## src/rtl/nibble_serial_adder_if.sv

```systemverilog
// Command/result handshake bundle for nibble_serial_adder.
// master = requester/consumer side, slave = the adder controller.
interface nibble_serial_adder_if #(
  parameter int NIBBLES = 4
) ();
  localparam int W = 4 * NIBBLES;

  logic         start_valid;
  logic         start_ready;
  logic [W-1:0] a;
  logic [W-1:0] b;
  logic         cin;
  logic         busy;
  logic         done_valid;
  logic         done_ready;
  logic [W:0]   sum;

  modport master (
    output start_valid, a, b, cin, done_ready,
    input  start_ready, busy, done_valid, sum
  );

  modport slave (
    input  start_valid, a, b, cin, done_ready,
    output start_ready, busy, done_valid, sum
  );
endinterface

```

## src/rtl/nibble_serial_adder.sv

```systemverilog
// Wide unsigned adder that reuses one 4-bit ripple-carry slice, one nibble per
// cycle LSB first, threading the carry through a register between cycles.
module nibble_serial_adder #(
  parameter int NIBBLES = 4,
  parameter int IDXW    = 4
) (
  input  logic                 clk,
  input  logic                 rst,
  nibble_serial_adder_if.slave bus
);
  localparam int W = 4 * NIBBLES;

  typedef enum logic [1:0] {
    ST_IDLE = 2'd0,
    ST_RUN  = 2'd1,
    ST_DONE = 2'd2
  } state_e;

  // Explicit full-adder chain so the shared slice is a true ripple-carry adder.
  function automatic logic [4:0] rca4(input logic [3:0] x, input logic [3:0] y, input logic c);
    logic [4:0] r;
    logic       cy;
    cy = c;
    r  = 5'b00000;
    for (int i = 0; i < 4; i++) begin
      r[i] = x[i] ^ y[i] ^ cy;
      cy   = (x[i] & y[i]) | (x[i] & cy) | (y[i] & cy);
    end
    r[4] = cy;
    return r;
  endfunction

  state_e          state_q, state_d;
  logic [IDXW-1:0] idx_q, idx_d;
  logic            carry_q, carry_d;
  logic [W-1:0]    a_q, a_d;
  logic [W-1:0]    b_q, b_d;
  logic [W:0]      sum_q, sum_d;

  logic [3:0]      slice_a_s;
  logic [3:0]      slice_b_s;
  logic [4:0]      slice_s;
  logic [W:0]      sum_write_s;
  logic            last_s;

  // Select the operand nibbles addressed by idx (one-hot AND-OR mux).
  always_comb begin
    slice_a_s = 4'h0;
    slice_b_s = 4'h0;
    for (int n = 0; n < NIBBLES; n++) begin
      slice_a_s = slice_a_s | (a_q[4*n +: 4] & {4{idx_q == IDXW'(n)}});
      slice_b_s = slice_b_s | (b_q[4*n +: 4] & {4{idx_q == IDXW'(n)}});
    end
  end

  assign slice_s = rca4(slice_a_s, slice_b_s, carry_q);
  assign last_s  = (idx_q == IDXW'(NIBBLES - 1));

  // Current sum with the addressed nibble replaced by the slice result.
  always_comb begin
    sum_write_s = sum_q;
    for (int n = 0; n < NIBBLES; n++) begin
      sum_write_s[4*n +: 4] = (idx_q == IDXW'(n)) ? slice_s[3:0] : sum_q[4*n +: 4];
    end
  end

  // Next-state and datapath update.
  always_comb begin
    state_d = state_q;
    idx_d   = idx_q;
    carry_d = carry_q;
    a_d     = a_q;
    b_d     = b_q;
    sum_d   = sum_q;
    case (state_q)
      ST_IDLE: begin
        if (bus.start_valid) begin
          state_d = ST_RUN;
          a_d     = bus.a;
          b_d     = bus.b;
          carry_d = bus.cin;
          sum_d   = {(W+1){1'b0}};
          idx_d   = {IDXW{1'b0}};
        end else begin
          state_d = ST_IDLE;
        end
      end
      ST_RUN: begin
        carry_d = slice_s[4];
        sum_d   = sum_write_s;
        if (last_s) begin
          sum_d[W] = slice_s[4];
          idx_d    = {IDXW{1'b0}};
          state_d  = ST_DONE;
        end else begin
          idx_d   = idx_q + IDXW'(1);
          state_d = ST_RUN;
        end
      end
      ST_DONE: begin
        if (bus.done_ready) begin
          state_d = ST_IDLE;
        end else begin
          state_d = ST_DONE;
        end
      end
      default: begin
        state_d = ST_IDLE;
        idx_d   = {IDXW{1'b0}};
      end
    endcase
  end

  // State and datapath registers; reset wins over every other event.
  always_ff @(posedge clk) begin
    if (rst) begin
      state_q <= ST_IDLE;
      idx_q   <= {IDXW{1'b0}};
      carry_q <= 1'b0;
      a_q     <= {W{1'b0}};
      b_q     <= {W{1'b0}};
      sum_q   <= {(W+1){1'b0}};
    end else begin
      state_q <= state_d;
      idx_q   <= idx_d;
      carry_q <= carry_d;
      a_q     <= a_d;
      b_q     <= b_d;
      sum_q   <= sum_d;
    end
  end

  assign bus.start_ready = (state_q == ST_IDLE);
  assign bus.busy        = (state_q != ST_IDLE);
  assign bus.done_valid  = (state_q == ST_DONE);
  assign bus.sum         = sum_q;
endmodule

```

## src/flat_wrapper.sv

```systemverilog
// flat-port wrapper written by rule: the top's interface ports become plain ports
module nibble_serial_adder_flat 
#(
  parameter int NIBBLES = 4,
  parameter int IDXW    = 4
)
  (clk, rst, bus_start_valid, bus_a, bus_b, bus_cin, bus_done_ready, bus_start_ready, bus_busy, bus_done_valid, bus_sum);
  nibble_serial_adder_if #(.NIBBLES(NIBBLES)) bus_i ();
  input  logic clk;
  input  logic rst;
  input wire logic [$bits(bus_i.start_valid)-1:0] bus_start_valid;
  input wire logic [$bits(bus_i.a)-1:0] bus_a;
  input wire logic [$bits(bus_i.b)-1:0] bus_b;
  input wire logic [$bits(bus_i.cin)-1:0] bus_cin;
  input wire logic [$bits(bus_i.done_ready)-1:0] bus_done_ready;
  output wire logic [$bits(bus_i.start_ready)-1:0] bus_start_ready;
  output wire logic [$bits(bus_i.busy)-1:0] bus_busy;
  output wire logic [$bits(bus_i.done_valid)-1:0] bus_done_valid;
  output wire logic [$bits(bus_i.sum)-1:0] bus_sum;
  assign bus_i.start_valid = bus_start_valid;
  assign bus_i.a = bus_a;
  assign bus_i.b = bus_b;
  assign bus_i.cin = bus_cin;
  assign bus_i.done_ready = bus_done_ready;
  assign bus_start_ready = bus_i.start_ready;
  assign bus_busy = bus_i.busy;
  assign bus_done_valid = bus_i.done_valid;
  assign bus_sum = bus_i.sum;
  nibble_serial_adder #(.NIBBLES(NIBBLES), .IDXW(IDXW)) u_core (.clk(clk), .rst(rst), .bus(bus_i));
endmodule
```

## config.mk

```make
export PLATFORM = sky130hd
export DESIGN_NAME = nibble_serial_adder_flat
export DESIGN_NICKNAME = d
export VERILOG_FILES = /design/src/rtl/nibble_serial_adder_if.sv /design/src/rtl/nibble_serial_adder.sv /design/src/flat_wrapper.sv
export SDC_FILE = /design/constraint.sdc
export NUM_CORES = 1
export LEC_CHECK = 0
export CAP_MARGIN = 30
export CORE_MARGIN = 2
export CORE_UTILIZATION = 49
export DETAILED_ROUTE_END_ITERATION = 8
export GPL_TIMING_DRIVEN = 0
export PLACE_DENSITY = 0.88
export SYNTH_ARGS = -nofsm -noshare
export SYNTH_HDL_FRONTEND = slang
export SYNTH_SLANG_ARGS = --single-unit
```

## constraint.sdc

```tcl
create_clock -name clk -period 4.41 [get_ports clk]
set_clock_uncertainty 0.05 [all_clocks]
set_input_delay 0.441 -clock clk [delete_from_list [all_inputs] [get_ports clk]]
set_output_delay 0.441 -clock clk [all_outputs]
set_load 0.01 [all_outputs]
```

==> results.cfg <==
[layout]
drive_gt1_share_pct = 6.13
diodes = 0
fin_area_um2 = 3160
layoutNonFillerInstCount = 426
mostFrequentLayoutCell = nand2_1
final_nets = 403
final_cell_mix = 65 x nand2_1, 59 x a21oi_1, 56 x dfxtp_1, 55 x clkdlybuf4s50_1, 15 x o21ai_0
syn_to_final_growth_pct = 30.0

[worst_setup_path]
cpLargestDelayFamily = adder cells
cp.arrival_ns = 3.62
rrSetupSlack_ns = 0.94
end_kind = flip-flop
cp.required_ns = 4.56
worstReg2RegStart = u_core.idx_q[0]
slowest_delay_ns = 0.42
crit_chain = inv_1 -> ha_1 -> clkbuf_1 -> a22oi_1 -> a21oi_1 -> fa_1 -> fa_1 -> inv_1 -> fa_1 -> inv_1 -> fa_1 -> mux2_2 -> mux2i_1 -> nor2_1
rr_endpoint = u_core.carry_q
worst_path_max_delay_cell = fa_1
critPathKind = reg2reg
crit_buf_inv = 4
cp_max_fo = 10
crit_path_frequent_cell = fa_1
startpoint_type = flip-flop
rr_worst_depth = 14

[global_route]
first_global_vias = 2245
antenna_found_initial = 0
grt_util_all_layers_pct = 23.8
grt_max_degree = 17
grt.overflow.total = 0
grt_pass1_wl_um = 10100

[synth]
avgSynthCellArea_um2 = 8.20
syn_nets = 341
synth_top_area_share_pct = 46.2
synth-seq-cells = 56
synth.distinct_cells = 28
syn_inst = 296
ys_seq_area_share_pct = 46.2
syn_area_um2 = 2430
yosys_warnings = 0
yosys.area.top_type = dfxtp_1
synth_area_leaders = dfxtp_1 46%, a21oi_1 12%, nand2_1 10%, a22oi_1 4.0%, fa_1 3.3%

[sta]
period_needed_ns = 3.47
rsz0062_at_grt = no
tns_ns = 0
fmax_mhz = 288
setup_viol = 0
min_period_over_period_pct = 78.6
worst_pin_slew_ns = 0.564
slew_violations = 0
hold_slack_ns = 0.409
hold_viol = 0
timing.slew.headroom_pct = 62.4

[placed_design]
place_congestion = 0.846
dp_hpwl_um = 4440
dpl_cell_area_um2 = 3060
port_buffers = 55
dp_cells = 418

[floorplanning]
start_util_pct = 51.1
die_h_um = 74.4
core_area_um2 = 4750
rows = 25
die_w_um = 74.4
design.portCount = 57
die_area_um2 = 5530

[clocking]
cts_buffers = 5
ctsHoldBuffers = 0
postCtsSetupBuffers = 0
cts_resized = 0
cts-root-buf = clkbuf_8
cts_tree = done
insertion_delay_ns = 0.32
htree_num_levels = 2
cts.sinks = 56
clock_path_buffers = 2
path_clk_slew_ns = 0.10

[worst_hold_path]
holdPathStages = 2
hp-start = u_core.b_q[14]
hp-class = reg2reg
hold_end = u_core.b_q[14]

[run]
drv_cap = 0

[detailed_routing]
postRouteAntennaNets = 0
drt_wl_total_um = 6140
num_vias = 2391
drt_drc_violations_left = 0
firstDrtPassIters = 5
vias_per_cell = 5.61
drt-wirelength-per-cell_um = 14.4
drt-initial-drc-count = 225

[pwr]
p_leak_uw = 0.00118
finalPower_uw = 1010
powerDensity_nw_per_um2 = 321
peakVddDrop_v = 0.000211

[outcome]
status = complete, no violations
-- final cells by class --
| type | instances | area (µm²) |
|---|---|---|
| buffer | 20 | 96.3 |
| clock buffer | 7 | 86.3 |
| clock inverter | 1 | 7.51 |
| fill | 428 | 1600 |
| inverter | 9 | 33.8 |
| multi-input combinational | 211 | 1180 |
| sequential | 56 | 1120 |
| tap | 67 | 83.8 |
| timing repair buffer | 55 | 551 |
-- state kept, by name (all words and copies together) (netlist names) --
signal	flops
u_core.a_q	16
u_core.b_q	16
u_core.bus.sum	17
u_core.carry_q	1
u_core.idx_q	4
u_core.state_q	2
-- stage by stage --
stage / setup WS [ns] / util [%]
after floorplan: 1.35 / -
after global placement: 1.05 / 64.4
after detailed placement: 0.961 / 64.4
after CTS: 0.955 / 66.4
after global routing: 0.725 / 66.4
final: 0.942 / 66.4
-- metal layers --
layer	wire length, µm	vias to the layer above	GRT usage, %
li1	-	1137	-
met1	2580	1125	28.3
met2	3030	118	42.8
met3	435	11	5.01
met4	90	0	7.74
met5	0	-	0
-- where the power goes --
part	total (µW)	internal, µW	switching, µW
clock	293	128	165
combinational	175	80.3	94.5
sequential	545	530	15.3
-- worst reg2reg max path: stages (launching register included) --
cell      delay (ns)
dfxtp_1         0.40
inv_1           0.11
ha_1            0.21
clkbuf_1        0.27
a22oi_1         0.24
a21oi_1         0.12
fa_1            0.43
fa_1            0.36
inv_1           0.07
fa_1            0.15
inv_1           0.05
fa_1            0.42
mux2_2          0.28
mux2i_1         0.14
nor2_1          0.05
-- synth_stat cells (all sizes together) --
library cell,n
a21o,3
a21oi,59
a22o,9
a22oi,13
buf,9
clkbuf,11
dfxtp,56
fa,4
ha,4
inv,9
mux2,1
mux2i,2
nand2,65
nand2b,1
nand3,13
nand4b,1
nand4bb,1
nor2,12
nor2b,1
nor3,1
nor3b,1
o21ai,17
o2bb2ai,1
or2,1
or3,1
-- cell families (layout without fill, tap and decap cells) --
kind of cell	Yosys count	count (layout)	share of synthesized area (%)
muxes	3	3	1.29
and+or+nand+nor	98	98	17.6
buffers and inverters	29	92	5.36
DFF	56	56	46.2
AOI/OAI and AO/OA	102	102	24.2
adders and majority gates	8	8	5.36
-- worst max path at each step --
stage | from | end | slack [ns] | cells past startpoint
floorplan | u_core.idx_q[0] | u_core.carry_q | 1.35 | 14
global placement | u_core.idx_q[1] | u_core.carry_q | 1.05 | 14
detailed placement | u_core.idx_q[1] | u_core.carry_q | 0.96 | 14
CTS | u_core.idx_q[0] | u_core.carry_q | 0.96 | 14
global route | u_core.idx_q[1] | u_core.carry_q | 0.72 | 14
finish | u_core.idx_q[0] | u_core.carry_q | 0.94 | 14
Power figures use the tool's default switching activity.
